**src/rtl/frame_packetizer_pkg.sv**
```systemverilog
// frame_pkg: state encoding and word layouts shared by frame_packetizer and the frame counter.
// The CHECKSUM state exists only when FRAME_PACKETIZER_CHECKSUM_EN is defined.
package frame_pkg;

    localparam int FRAME_W = 27;
    localparam logic [4:0] SYNC_DEFAULT = 5'h15;
    localparam logic [3:0] TRL_MARK = 4'hE;

    localparam int HDR_FRAME_LSB = 0;
    localparam int HDR_SYNC_LSB = 27;
    localparam int TRL_CNT_LSB = 0;
    localparam int TRL_CNT_W = 16;
    localparam int TRL_ERR_BIT = 27;
    localparam int TRL_MARK_LSB = 28;

`ifdef FRAME_PACKETIZER_CHECKSUM_EN
    typedef enum logic [2:0] {
        ST_IDLE,
        ST_HEADER,
        ST_PAYLOAD,
        ST_TRAILER,
        ST_CHECKSUM
    } state_t;
`else
    typedef enum logic [1:0] {
        ST_IDLE,
        ST_HEADER,
        ST_PAYLOAD,
        ST_TRAILER
    } state_t;
`endif

    function automatic logic [31:0] header_word(input logic [4:0] sync,
                                                input logic [FRAME_W-1:0] frame);
        logic [31:0] w;
        w = '0;
        w[HDR_SYNC_LSB +: 5] = sync;
        w[HDR_FRAME_LSB +: FRAME_W] = frame;
        return w;
    endfunction

    function automatic logic [31:0] trailer_word(input logic err,
                                                 input logic [TRL_CNT_W-1:0] cnt);
        logic [31:0] w;
        w = '0;
        w[TRL_MARK_LSB +: 4] = TRL_MARK;
        w[TRL_ERR_BIT] = err;
        w[TRL_CNT_LSB +: TRL_CNT_W] = cnt;
        return w;
    endfunction

endpackage

```
**src/rtl/frame_out_reg.sv**
```systemverilog
// frame_out_reg: single-beat Avalon-ST source register; accepts a load only while free,
// holds data/sop/eop stable while the sink stalls.
module frame_out_reg (
    input  logic        clk,
    input  logic        rst,
    input  logic        load,
    input  logic [31:0] load_data,
    input  logic        load_sop,
    input  logic        load_eop,
    input  logic        ready,
    output logic [31:0] data,
    output logic        valid,
    output logic        sop,
    output logic        eop,
    output logic        free
);

    assign free = ~valid | ready;

    always_ff @(posedge clk or posedge rst) begin
        if (rst) begin
            data  <= '0;
            valid <= 1'b0;
            sop   <= 1'b0;
            eop   <= 1'b0;
        end else if (free) begin
            valid <= load;
            if (load) begin
                data <= load_data;
                sop  <= load_sop;
                eop  <= load_eop;
            end
        end
    end

endmodule

```
**src/rtl/frame_packetizer.sv**
```systemverilog
// frame_packetizer: wraps each sensor packet in a header (sync + frame number) and a trailer
// (word count + error flag); strays outside a packet are dropped and counted.
// Build option: FRAME_PACKETIZER_CHECKSUM_EN appends an XOR checksum beat after the trailer.
module frame_packetizer
    import frame_pkg::*;
#(
    parameter int         CNT_W = 16,
    parameter logic [4:0] SYNC  = SYNC_DEFAULT
) (
    input  logic               clk_clk,
    input  logic               rst_reset,
    input  logic [FRAME_W-1:0] frame_Num,
    input  logic [31:0]        in_data,
    input  logic               in_valid,
    input  logic               in_sop,
    input  logic               in_eop,
    output logic               in_ready,
    output logic [31:0]        out_data,
    output logic               out_valid,
    output logic               out_sop,
    output logic               out_eop,
    input  logic               out_ready,
    output logic [15:0]        drop_count,
    output logic               busy
);

    localparam logic [CNT_W-1:0] CNT_MAX = '1;

    state_t             state;
    state_t             state_nxt;
    logic [FRAME_W-1:0] hdr_frame;
    logic [CNT_W-1:0]   word_cnt;
    logic [CNT_W-1:0]   word_cnt_inc;
    logic               err;
    logic               free;
    logic               accept;
    logic               abort;
    logic               load;
    logic [31:0]        load_data;
    logic               load_sop;
    logic               load_eop;
`ifdef FRAME_PACKETIZER_CHECKSUM_EN
    logic [31:0]        csum;
`endif

    function automatic logic [CNT_W-1:0] sat_inc_cnt(input logic [CNT_W-1:0] v);
        return (v == CNT_MAX) ? v : v + 1'b1;
    endfunction

    function automatic logic [15:0] sat_inc_drop(input logic [15:0] v);
        return (v == 16'hFFFF) ? v : v + 16'd1;
    endfunction

    assign accept       = in_valid & in_ready;
    // An SOP arriving after payload has started means the previous packet lost its EOP.
    assign abort        = (state == ST_PAYLOAD) & in_valid & in_sop & (word_cnt != '0);
    assign word_cnt_inc = sat_inc_cnt(word_cnt);
    assign busy         = (state != ST_IDLE);

    always_ff @(posedge clk_clk or posedge rst_reset) begin
        if (rst_reset) begin
            state <= ST_IDLE;
        end else begin
            state <= state_nxt;
        end
    end

    always_comb begin
        state_nxt = state;
        case (state)
            ST_IDLE: begin
                if (in_valid & in_sop) state_nxt = ST_HEADER;
            end
            ST_HEADER: begin
                if (free) state_nxt = ST_PAYLOAD;
            end
            ST_PAYLOAD: begin
                if (abort) begin
                    state_nxt = ST_TRAILER;
                end else if (accept & in_eop) begin
                    state_nxt = ST_TRAILER;
                end
            end
            ST_TRAILER: begin
`ifdef FRAME_PACKETIZER_CHECKSUM_EN
                if (free) state_nxt = ST_CHECKSUM;
`else
                if (free) state_nxt = ST_IDLE;
`endif
            end
`ifdef FRAME_PACKETIZER_CHECKSUM_EN
            ST_CHECKSUM: begin
                if (free) state_nxt = ST_IDLE;
            end
`endif
            default: state_nxt = ST_IDLE;
        endcase
    end

    always_comb begin
        in_ready  = 1'b0;
        load      = 1'b0;
        load_data = '0;
        load_sop  = 1'b0;
        load_eop  = 1'b0;
        case (state)
            ST_IDLE: begin
                // The SOP beat is left pending so PAYLOAD can accept it as word one.
                in_ready = ~in_sop & ~rst_reset;
            end
            ST_HEADER: begin
                load      = free;
                load_data = header_word(SYNC, hdr_frame);
                load_sop  = 1'b1;
            end
            ST_PAYLOAD: begin
                in_ready  = free & ~(in_sop & (word_cnt != '0));
                load      = accept;
                load_data = in_data;
            end
            ST_TRAILER: begin
                load      = free;
                load_data = trailer_word(err, TRL_CNT_W'(word_cnt));
`ifdef FRAME_PACKETIZER_CHECKSUM_EN
                load_eop  = 1'b0;
`else
                load_eop  = 1'b1;
`endif
            end
`ifdef FRAME_PACKETIZER_CHECKSUM_EN
            ST_CHECKSUM: begin
                load      = free;
                load_data = csum;
                load_eop  = 1'b1;
            end
`endif
            default: ;
        endcase
    end

    always_ff @(posedge clk_clk or posedge rst_reset) begin
        if (rst_reset) begin
            hdr_frame  <= '0;
            word_cnt   <= '0;
            err        <= 1'b0;
            drop_count <= '0;
        end else begin
            if ((state == ST_IDLE) && in_valid && in_sop) begin
                hdr_frame <= frame_Num;
            end
            if ((state == ST_IDLE) && accept) begin
                drop_count <= sat_inc_drop(drop_count);
            end
            if ((state == ST_HEADER) && free) begin
                word_cnt <= '0;
                err      <= 1'b0;
            end
            if (state == ST_PAYLOAD) begin
                if (abort) begin
                    err <= 1'b1;
                end else if (accept) begin
                    word_cnt <= word_cnt_inc;
                    if (word_cnt_inc == CNT_MAX) err <= 1'b1;
                end
            end
        end
    end

`ifdef FRAME_PACKETIZER_CHECKSUM_EN
    always_ff @(posedge clk_clk or posedge rst_reset) begin
        if (rst_reset) begin
            csum <= '0;
        end else if ((state == ST_HEADER) && free) begin
            csum <= '0;
        end else if ((state == ST_PAYLOAD) && accept) begin
            csum <= csum ^ in_data;
        end
    end
`endif

    frame_out_reg u_out_reg (
        .clk       (clk_clk),
        .rst       (rst_reset),
        .load      (load),
        .load_data (load_data),
        .load_sop  (load_sop),
        .load_eop  (load_eop),
        .ready     (out_ready),
        .data      (out_data),
        .valid     (out_valid),
        .sop       (out_sop),
        .eop       (out_eop),
        .free      (free)
    );

endmodule
```
**config.mk**
```make
export PLATFORM = sky130hd
export DESIGN_NAME = frame_packetizer
export DESIGN_NICKNAME = d
export VERILOG_FILES = /design/src/rtl/frame_packetizer_pkg.sv /design/src/rtl/frame_out_reg.sv /design/src/rtl/frame_packetizer.sv
export SDC_FILE = /design/constraint.sdc
export NUM_CORES = 1
export LEC_CHECK = 0
export CAP_MARGIN = 20
export CORE_ASPECT_RATIO = 1.1
export CORE_UTILIZATION = 35
export DETAILED_ROUTE_END_ITERATION = 10
export DONT_BUFFER_PORTS = 1
export HOLD_SLACK_MARGIN = 0.06
export SLEW_MARGIN = 0
export SYNTH_ARGS = -nofsm -noshare
export SYNTH_HDL_FRONTEND = slang
export SYNTH_HIERARCHICAL = 1
export SYNTH_SLANG_ARGS = --single-unit
```
**constraint.sdc**
```tcl
create_clock -name clk_clk -period 7.35 [get_ports clk_clk]
set_input_delay 2.205 -clock clk_clk [delete_from_list [all_inputs] [get_ports clk_clk]]
set_output_delay 2.205 -clock clk_clk [all_outputs]
set_load 0.02 [all_outputs]
```
==> out/qor.yml, run 1 <==
root_buffer: "clkbuf_16"
grt_usage_pct: 17.6
min_path_type: "reg -> reg"
netlist_area_um2: 5260
synth_commonest_cells: "97 x dfrtp_1, 45 x nor2_1, 31 x mux2_2"
grt_first_pass_wirelength_mm: 21.1
power_leakage_uw: 0.00247
cp-start-kind: "primary input"
endpoint_kind: "output port"
core.rowCount: 46
die_w_um: 119
power_frac_seq_pct: 42.3
final_core_util_pct: 38.8
grt_setup_unrepaired: "no"
fin_crit_ns: 5.22
tightest_slew_ns: 0.912
report.final.slew_viol_count: 0
cts_buffers: 9
crit_arrival_ns: 3.01
max_cap_viol_count: 0
via_per_inst: 5.83
crit_chain: "nor3b_1, a21oi_1, nor2_1"
switching_share_pct: 39.3
syn_to_final_growth_pct: 7.23
critical-path-slowest-cell: "nor2_1"
vias: 3735
whs_path_depth: 1
slew_headroom_pct: 38.5
yosysMostFrequentCell: "dfrtp_1"
stdcell_area_um2: 5640
path_class: "in -> out"
synth-edff-count: 0
hold_viol_final: 0
intPower_uw: 1400
pwr_density_cell_nw_per_um2: 408
io_buffers: 0
async_reset_ff_share_pct: 100
io_pins: 118
htree_levels: 3
netlist.area_leader.share_pct: 46.1
required_ns: 5.14
period_share_pct: 71.0
tritoncts: "done"
fin_setup_tns_ns: 0
hpwl_mm: 9.50
drive_above_1_share_pct: 22.5
yosys_warnings: 6
crit_fanout: 4
wl_per_cell_um: 21.2
r2r_start: "word_cnt[0]$_DFF_PP0_"
die_y_um: 131
met3_usage_pct: 5.43
reg2reg_setup_slack_ns: 4.23
status: "finished, final reports clean"
gp_congestion: 0.838
grt_antenna_before_repair: 0
antenna_left: 0
synth-seq-cells: 97
ys_types: 61
comb_power_share_pct: 37.6
regArea_um2: 2430
drt-total-wl_mm: 13.6
syn_avg_cell_area_um2: 11.4
yosysSeqAreaShare_pct: 46.1
clk_pin_slew_ns: 0.07
hold_buffers: 0
setup_viol: 0
clockBufferDepth: 2
grt_pass1_vias: 3660
p_sw_uw: 904
clock-skew-final_ns: 0.00675
drtIter0Drc: 349
fmaxAchievable_ghz: 0.192
grt_busiest_layer: "met2"
grt_use_met2_pct: 28.6
synth_area_leaders: "dfrtp_1 46%, mux2_4 8.6%, mux2_2 6.6%"
grt_max_degree: 63
grtUsageMet1_pct: 23.0
p_clk_share_pct: 20.1
hp-start: "hdr_frame[26]$_DFFE_PP0P_"
max-vdd-ir-drop_mv: 0.143
reg2reg_depth: 8
first_pass_iters: 5
synthCells: 461
drc: 0
cts_resized: 0
slowest_delay_ns: 0.40
nFillCells: 1392
initial_utilization_pct: 36.1
insertion_delay_ns: 0.35
postCtsSetupBuffers: 0
n_antenna_cell: 0
synth.net_count: 533
multi_input_area_um2: 2580
final_nets: 517
holdPathEnd: "hdr_frame[26]$_DFFE_PP0P_"
yosysTopAreaCell: "dfrtp_1"
core_area_um2: 14600
synth-main-ff-cell: "dfrtp_1"
placed_area_um2: 5350
cts_sinks: 97
r2r-end: "u_out_reg/data[6]$_DFFE_PP0P_"
dieArea_um2: 15500
overflow: 0
[worst max path at each step]
stage / end / startpoint / cells past startpoint
detailed placement: in_ready / in_sop / 3
global placement: in_ready / in_sop / 3
finish: in_ready / in_sop / 3
global route: in_ready / in_sop / 3
CTS: in_ready / in_sop / 3
floorplan: in_ready / in_sop / 3
[cell type report]
type	count	share of cell area, %
well taps	192	4.26
inverters	10	0.665
repair buffers	9	1.15
clock buffers	12	4.72
multi-input cells	318	45.8
flip-flops and latches	97	43.0
clock inverters	3	0.421
[sequential cells by signal, indices dropped and copies added, names as in the netlist, 2 cells and up]
signal,count
drop_count,16
hdr_frame,27
state,2
u_out_reg/data,32
word_cnt,16
[through the flow]
step	setup WS (ns)	cells	hold WS, ns	power [uW]
final	2.13	641	0.505	2300
after global routing	2.08	641	0.511	2430
after CTS	2.12	640	0.509	2330
after detailed placement	2.11	625	0.494	1860
after global placement	2.14	625	0.487	1810
after floorplan	2.27	461	0.473	1690
[cell families after synthesis]
group | count (synthesis) | share of synthesized area (%)
simple gates | 148 | 15.9
compound gates | 82 | 12.8
buf+inv | 46 | 4.85
mux | 64 | 15.8
fa+ha+maj | 7 | 1.66
flops | 97 | 46.1
xor+xnor | 17 | 2.83
[layout by cell type, fill, tap and decap left out, drive strengths merged, types with 3 or more instances in the layout]
cell | synthesis | final
buf | 20 | 8
a41oi | 4 | 4
o21ai | 10 | 10
a21oi | 11 | 11
nor3 | 9 | 9
nand3 | 20 | 20
nand2 | 17 | 17
a21boi | 3 | 3
xnor2 | 17 | 17
inv | 10 | 11
nor2 | 45 | 45
nand4 | 13 | 13
a222oi | 16 | 16
and4 | 8 | 8
a21o | 4 | 4
ha | 7 | 7
a22oi | 13 | 13
and3 | 14 | 14
dfrtp | 97 | 97
a22o | 3 | 3
mux2 | 63 | 63
clkbuf | 16 | 13
nor4 | 8 | 8
or3 | 3 | 3
[power by group through the flow]
stage	Sequential [uW]	Clock, uW	Combinational [uW]
6_report	972	463	865
2_1_floorplan	927	0	762
5_1_grt	995	495	943
3_5_place_dp	984	0	874
3_3_place_gp	974	0	840
4_1_cts	975	475	876
[metal layers]
| layer | part of all wire, % | vias up |
|---|---|---|
| li1 | - | 1690 |
| met1 | 44 | 1931 |
| met2 | 48 | 106 |
| met3 | 7.1 | 8 |
| met4 | 0.96 | 0 |
| met5 | 0 | - |
[worst max-delay path: cells and delay by family]
family           cells  cell delay, ns
AO/OA/AOI/OAI        1            0.15
AND/OR/NAND/NOR      2            0.65
Power figures use the tool's default switching activity.
==> run 2: changes to the inputs <==
Clock period 7.35 ns to 5.1 ns, I/O delays scaled along.
==> out/qor.yml, run 2 (synthesis results as in run 1) <==
htree_levels: 3  # unchanged
root_buffer: "clkbuf_16"
crit_arrival_ns: 2.33  # -0.68 ns
mostFrequentLayoutCell: "dfrtp_1"
grt_usage_pct: 17.5  # -0.18 points
max_cap_viol_count: 0  # unchanged
placed_area_um2: 5360  # +0.28%
slew_headroom_pct: 35.1  # -3.4 points
dieArea_um2: 15500  # unchanged
stdcell_area_um2: 5660  # +0.22%
syn_to_final_growth_pct: 7.47
wl_per_cell_um: 20.6  # -3.1%
reg2reg_setup_slack_ns: 2.15  # -2.08 ns
grt_first_pass_wirelength_mm: 20.9  # -1.0%
r2r_start: "word_cnt[0]$_DFF_PP0_"
power_leakage_uw: 0.00248  # +0.35%
vias: 3707  # -0.75%
insertion_delay_ns: 0.35  # about the same
reg2reg_depth: 9  # +1
max-vdd-ir-drop_mv: 0.225  # +58%
drive_above_1_share_pct: 22.8  # +0.29 points
drc: 0  # unchanged
report.final.slew_viol_count: 0  # unchanged
min_path_type: "reg -> reg"
drt-total-wl_mm: 13.2  # -2.7%
status: "finished, final reports clean"
grt_antenna_before_repair: 0  # unchanged
first_pass_iters: 5  # unchanged
path_class: "in -> out"
io_pins: 118  # unchanged
cts_sinks: 97  # unchanged
core.rowCount: 46  # unchanged
postCtsSetupBuffers: 0  # unchanged
cp-start-kind: "primary input"
nFillCells: 1390  # -0.14%
cts_resized: 0  # unchanged
hold_viol_final: 0  # unchanged
largest_reg_flops: 32  # unchanged
crit_fanout: 4  # unchanged
cts_buffers: 9  # unchanged
drtIter0Drc: 276  # -21%
core_area_um2: 14600  # unchanged
fmaxAchievable_ghz: 0.259
fin_crit_ns: 3.86
setup_viol: 0  # unchanged
fin_setup_tns_ns: 0  # unchanged
top_regs: "u_out_reg/data x32, hdr_frame x27"
top_register: "u_out_reg/data"
required_ns: 3.57  # -1.57 ns
grt_pass1_vias: 3768  # +3.0%
whs_path_depth: 1  # unchanged
die_w_um: 119  # unchanged
power_uw: 3290  # +43%
hold_buffers: 0  # unchanged
die_y_um: 131  # unchanged
hp-start: "hdr_frame[23]$_DFFE_PP0P_"
r2r-end: "u_out_reg/data[15]$_DFFE_PP0P_"
endpoint_kind: "output port"
final_nets: 519  # +0.39%
final_cell_mix: "97 x dfrtp_1, 45 x nor2_1, 31 x mux2_2"
final_core_util_pct: 38.8  # +0.086 points
grt_max_degree: 49  # -22%
via_per_inst: 5.76  # -1.2%
antenna_left: 0  # unchanged
pwr_density_cell_nw_per_um2: 582  # +43%
clockBufferDepth: 2  # unchanged
n_antenna_cell: 0  # unchanged
gp_congestion: 0.829  # -0.99%
tightest_slew_ns: 0.963  # +0.0508 ns
hold-worst-slack_ns: 0.505  # -0.000541 ns
overflow: 0  # unchanged
holdPathEnd: "hdr_frame[23]$_DFFE_PP0P_"
clock-skew-final_ns: 0.00821  # +0.00146 ns
initial_utilization_pct: 36.1  # unchanged
worstSetupStartpoint: "in_sop"
grt_setup_unrepaired: "no"
clk_pin_slew_ns: 0.06  # about the same
period_share_pct: 75.7
hpwl_mm: 9.51  # about the same
io_buffers: 0  # unchanged
tritoncts: "done"
## run 2: how the worst max path moves through the flow
| stage | endpoint | slack, ns | depth (start not counted) |
|---|---|---|---|
| after global placement | in_ready | 1.22 | 3 |
| after global routing | in_ready | 1.17 | 3 |
| final | in_ready | 1.24 | 3 |
| after detailed placement | in_ready | 1.22 | 3 |
| after CTS | in_ready | 1.21 | 3 |
| after floorplan | in_ready | 1.37 | 3 |
## run 2: power by group
group	internal [uW]	switching, uW
Sequential	1030	367
Clock	347	297
Combinational	617	631
## run 2: layer usage
layer	vias up	global-route usage (%)	part of all wire, %
met1	1866	21.7	43
li1	1694	-	-
met5	-	0	0
met4	0	6.11	1.3
met3	14	6.16	7.4
met2	133	28.3	48
## run 2: layout make-up
cell class	count	area, um2	area share, %
multi-input cells	318	2580	45.7
flip-flops and latches	97	2430	42.9
clock buffers	11	243	4.29
well taps	192	240	4.25
repair buffers	11	86.3	1.53
clock inverters	5	38.8	0.686
inverters	10	37.5	0.664
## run 2: through the flow
step	setup WS, ns	instances
5_1_grt	1.17	644
4_1_cts	1.21	643
3_3_place_gp	1.22	627
2_1_floorplan	1.37	461
3_5_place_dp	1.22	627
6_report	1.24	644
## run 2: worst max-delay path, stage by stage
cell and delay [ns]:
nor3b_1 0.24, a21oi_1 0.14, nor2_1 0.43
==> RTL change 1 (config.mk and constraints of run 2) <==
The option `FRAME_PACKETIZER_CHECKSUM_EN` is turned on by a define.
--- a/src/rtl/frame_packetizer_pkg.sv
+++ b/src/rtl/frame_packetizer_pkg.sv
@@ -1,5 +1,7 @@
 // frame_pkg: state encoding and word layouts shared by frame_packetizer and the frame counter.
 // The CHECKSUM state exists only when FRAME_PACKETIZER_CHECKSUM_EN is defined.
+`define FRAME_PACKETIZER_CHECKSUM_EN
+
 package frame_pkg;
 
     localparam int FRAME_W = 27;
Check against the original RTL: not equivalent (a bounded check fails within 10 cycles, from zero or initial values and one cycle with rst_reset high).
==> RTL change 1 against run 2 <==
Cell area is 33% higher; total power is 37% higher; worst setup slack worse by 0.098 ns; sequential cell count is 33 higher; wire length is 27% higher; largest power group unchanged; synthesized area is 28% higher; largest cell class is now sequential cells; sequential share of layout area is 0.33 points higher.
==> RTL change 1: results <==
{
  "outcome": "finished clean",
  "use_met3": 0.0532,
  "yosys-top-cells-area": "dfrtp_1, mux2_4, mux2_2",
  "via_per_inst": 5.40,
  "largestRegisters": "csum x32, u_out_reg/data x32, hdr_frame x27",
  "nNetsFinal": 695,
  "drtIter0Drc": 289,
  "regToRegEndpoint": "u_out_reg/data[11]",
  "wl_per_cell_um": 19.0,
  "cts_buffers": 17,
  "cp_data_arrival_time_ns": 2.43,
  "finalWirelength_um": 16800,
  "r2r_cells": 5,
  "dp.cells": 850,
  "skew_ns": 0.0102,
  "peakVddDrop_v": 0.000266,
  "n_antenna_cell": 0,
  "cp-end-kind": "output pin",
  "synth_nets": 710,
  "layout-drive-gt1-share": 0.195,
  "clkLatencyLatePin_ns": 0.42,
  "grt_pass1_wl_um": 26500,
  "fillers": 1811,
  "synthTopCellsByCount": "dfrtp_1, nand2_1, nor2_1",
  "critPathMaxFanout": 8,
  "drt-met1-wl_um": 7050,
  "wl_met3_um": 995,
  "placed_cell_area_um2": 6880,
  "power.total_mw": 4.53,
  "seq_area_um2": 3250,
  "detailed_place_hpwl_um": 11400,
  "ys_types": 58,
  "slowest_delay_ns": 0.33,
  "p_clk_mw": 1.30,
  "cp-startpoint": "out_ready",
  "period_share": 0.776,
  "maxSlewHeadroom": 0.310,
  "first_global_vias": 4840,
  "grtUsageMet2": 0.286,
  "track_usage": 0.175,
  "combPwrFrac": 0.307,
  "cts_max_level": 4,
  "p_leak_nw": 3.31,
  "synthCells": 642,
  "gp_congestion": 0.861,
  "ys_seq_area_frac": 0.483,
  "use_met1": 0.207,
  "internal-power_mw": 2.91,
  "pre_cts_ws_ns": 1.16,
  "dr_wl_met2_um": 8120,
  "grt_max_degree": 74
}
==> RTL change 1: changes by cell type in the layout (fill, tap and decap cells not counted), sizes merged, moves of 8 or more <==
| cell | change |
|---|---|
| clkbuf | +8 |
| xor2 | +39 |
| a222oi | -16 |
| nand2 | +69 |
| nor2 | +17 |
| a22oi | +30 |
| and3 | -13 |
| o21ai | +20 |
| dfrtp | +33 |
==> RTL change 1: cell families after synthesis <==
family | share of synthesized area
buffers and inverters | 0.0438
XOR/XNOR | 0.0663
flip-flops | 0.483
adder cells (fa/ha/maj) | 0.00557
multiplexers | 0.124
AND/OR/NAND/NOR | 0.164
AO/OA/AOI/OAI | 0.114
==> RTL change 1: final cells by class <==
cell class	count	share of cell area
sequential	130	0.432
multi-input combinational	455	0.426
clock buffer	19	0.0602
tap	243	0.0404
clock inverter	13	0.0243
timing repair buffer	9	0.00898
inverter	14	0.00732
==> RTL change 1: worst max-delay path: cells and delay by family <==
kind / cells / cell delay [ns]
compound gates: 1 / 0.33
simple gates: 3 / 0.57
==> RTL change 2 (settings of run 2) <==
Without the edit above. Re-encode `state_t` (4 states) as one-hot, 4 bits wide.
--- a/src/rtl/frame_packetizer_pkg.sv
+++ b/src/rtl/frame_packetizer_pkg.sv
@@ -22,11 +22,11 @@
         ST_CHECKSUM
     } state_t;
 `else
-    typedef enum logic [1:0] {
-        ST_IDLE,
-        ST_HEADER,
-        ST_PAYLOAD,
-        ST_TRAILER
+    typedef enum logic [3:0] {
+        ST_IDLE    = 4'b0001,
+        ST_HEADER  = 4'b0010,
+        ST_PAYLOAD = 4'b0100,
+        ST_TRAILER = 4'b1000
     } state_t;
 `endif
 
Formal check against the unedited RTL: no difference found for any inputs over 10 cycles, from zero or initial values and one cycle with rst_reset high; not proved beyond that.
==> RTL change 2 against run 2 <==
Worst setup slack better by 0.14 ns; wire length down 6.4%; critical endpoint unchanged; critical path depth up 1; synthesized area down 0.88%; sequential cell count up 2; die area down 0.86%; cell area down 1.3%.
Power is not compared: it rests on default switching activity, and its combinational part moved more than twofold at a synthesized area within 25%.
==> RTL change 2: results <==
{
  "outcome": "finished clean",
  "worst_path_max_delay_cell": "a21o_1",
  "vias": 3687,
  "skew_ns": 0.00836,
  "cp_data_arrival_time_ns": 2.19,
  "yosys-top-cells-area": "dfrtp_1, mux2_4, mux2_2",
  "fin_cells": 643,
  "grt_max_degree": 44,
  "area_delta_synth_final_pct": 6.98,
  "placed_cell_area_um2": 5290,
  "pre_cts_ws_ns": 1.36,
  "ys_types": 55,
  "cts_buffers": 9,
  "detailed_place_hpwl_um": 8640,
  "critPathMaxFanout": 10,
  "gp_congestion": 0.860,
  "layout-drive-gt1-share": 0.215,
  "r2r_slack_ns": 2.11,
  "syn_area_per_cell_um2": 11.2,
  "regToRegEndpoint": "err",
  "nNetsFinal": 514,
  "finalWirelength_um": 12400,
  "grt_pass1_wl_um": 20000,
  "drtIter0Drc": 367,
  "ys_seq_area_frac": 0.475,
  "timing.hold.ws_ns": 0.509,
  "maxSlewHeadroom": 0.384,
  "synth_nets": 534,
  "synthTopCellsByCount": "dfrtp_1, mux2_2, mux2_4",
  "worstHoldStart": "hdr_frame[3]",
  "critPathTopFamily": "compound AO/OA/AOI/OAI gates",
  "r2r_cells": 7,
  "track_usage": 0.164,
  "holdPathEnd": "hdr_frame[3]"
}
-- RTL change 2: kinds of logic after synthesis --
| family | Yosys count | share of synthesized area |
|---|---|---|
| simple gates | 131 | 0.138 |
| flops | 99 | 0.475 |
| compound gates | 84 | 0.121 |
| mux | 67 | 0.165 |
| buf+inv | 63 | 0.0609 |
| xor+xnor | 19 | 0.0319 |
| fa+ha+maj | 3 | 0.00720 |
-- RTL change 2: cell type report --
cell class	instances	area share
clock inverters	5	0.0110
inverters	26	0.0175
well taps	192	0.0430
repair buffers	6	0.00807
clock buffers	11	0.0417
flip-flops and latches	99	0.444
multi-input cells	304	0.435
-- RTL change 2: worst max path at each step --
| stage | cells after the start | endpoint | slack, ns | startpoint |
|---|---|---|---|---|
| 5_1_grt | 6 | in_ready | 1.19 | word_cnt[0] |
| 3_5_place_dp | 4 | in_ready | 1.36 | out_ready |
| 3_3_place_gp | 4 | in_ready | 1.38 | out_ready |
| 6_report | 4 | in_ready | 1.38 | out_ready |
| 4_1_cts | 6 | in_ready | 1.34 | word_cnt[0] |
| 2_1_floorplan | 5 | in_ready | 1.27 | out_ready |
-- RTL change 2: report_power, final --
group | switching, mW | internal (mW)
combinational | 0.0855 | 0.101
sequential | 0.106 | 0.875
clock | 0.298 | 0.385
total | 0.490 | 1.36
-- RTL change 2: metal layers --
| layer | track usage | vias up | part of all wire |
|---|---|---|---|
| met5 | 0 | - | 0 |
| met4 | 0.0603 | 0 | 0.020 |
| met3 | 0.0424 | 19 | 0.063 |
| met2 | 0.275 | 168 | 0.50 |
| met1 | 0.206 | 1831 | 0.42 |
| li1 | - | 1669 | - |
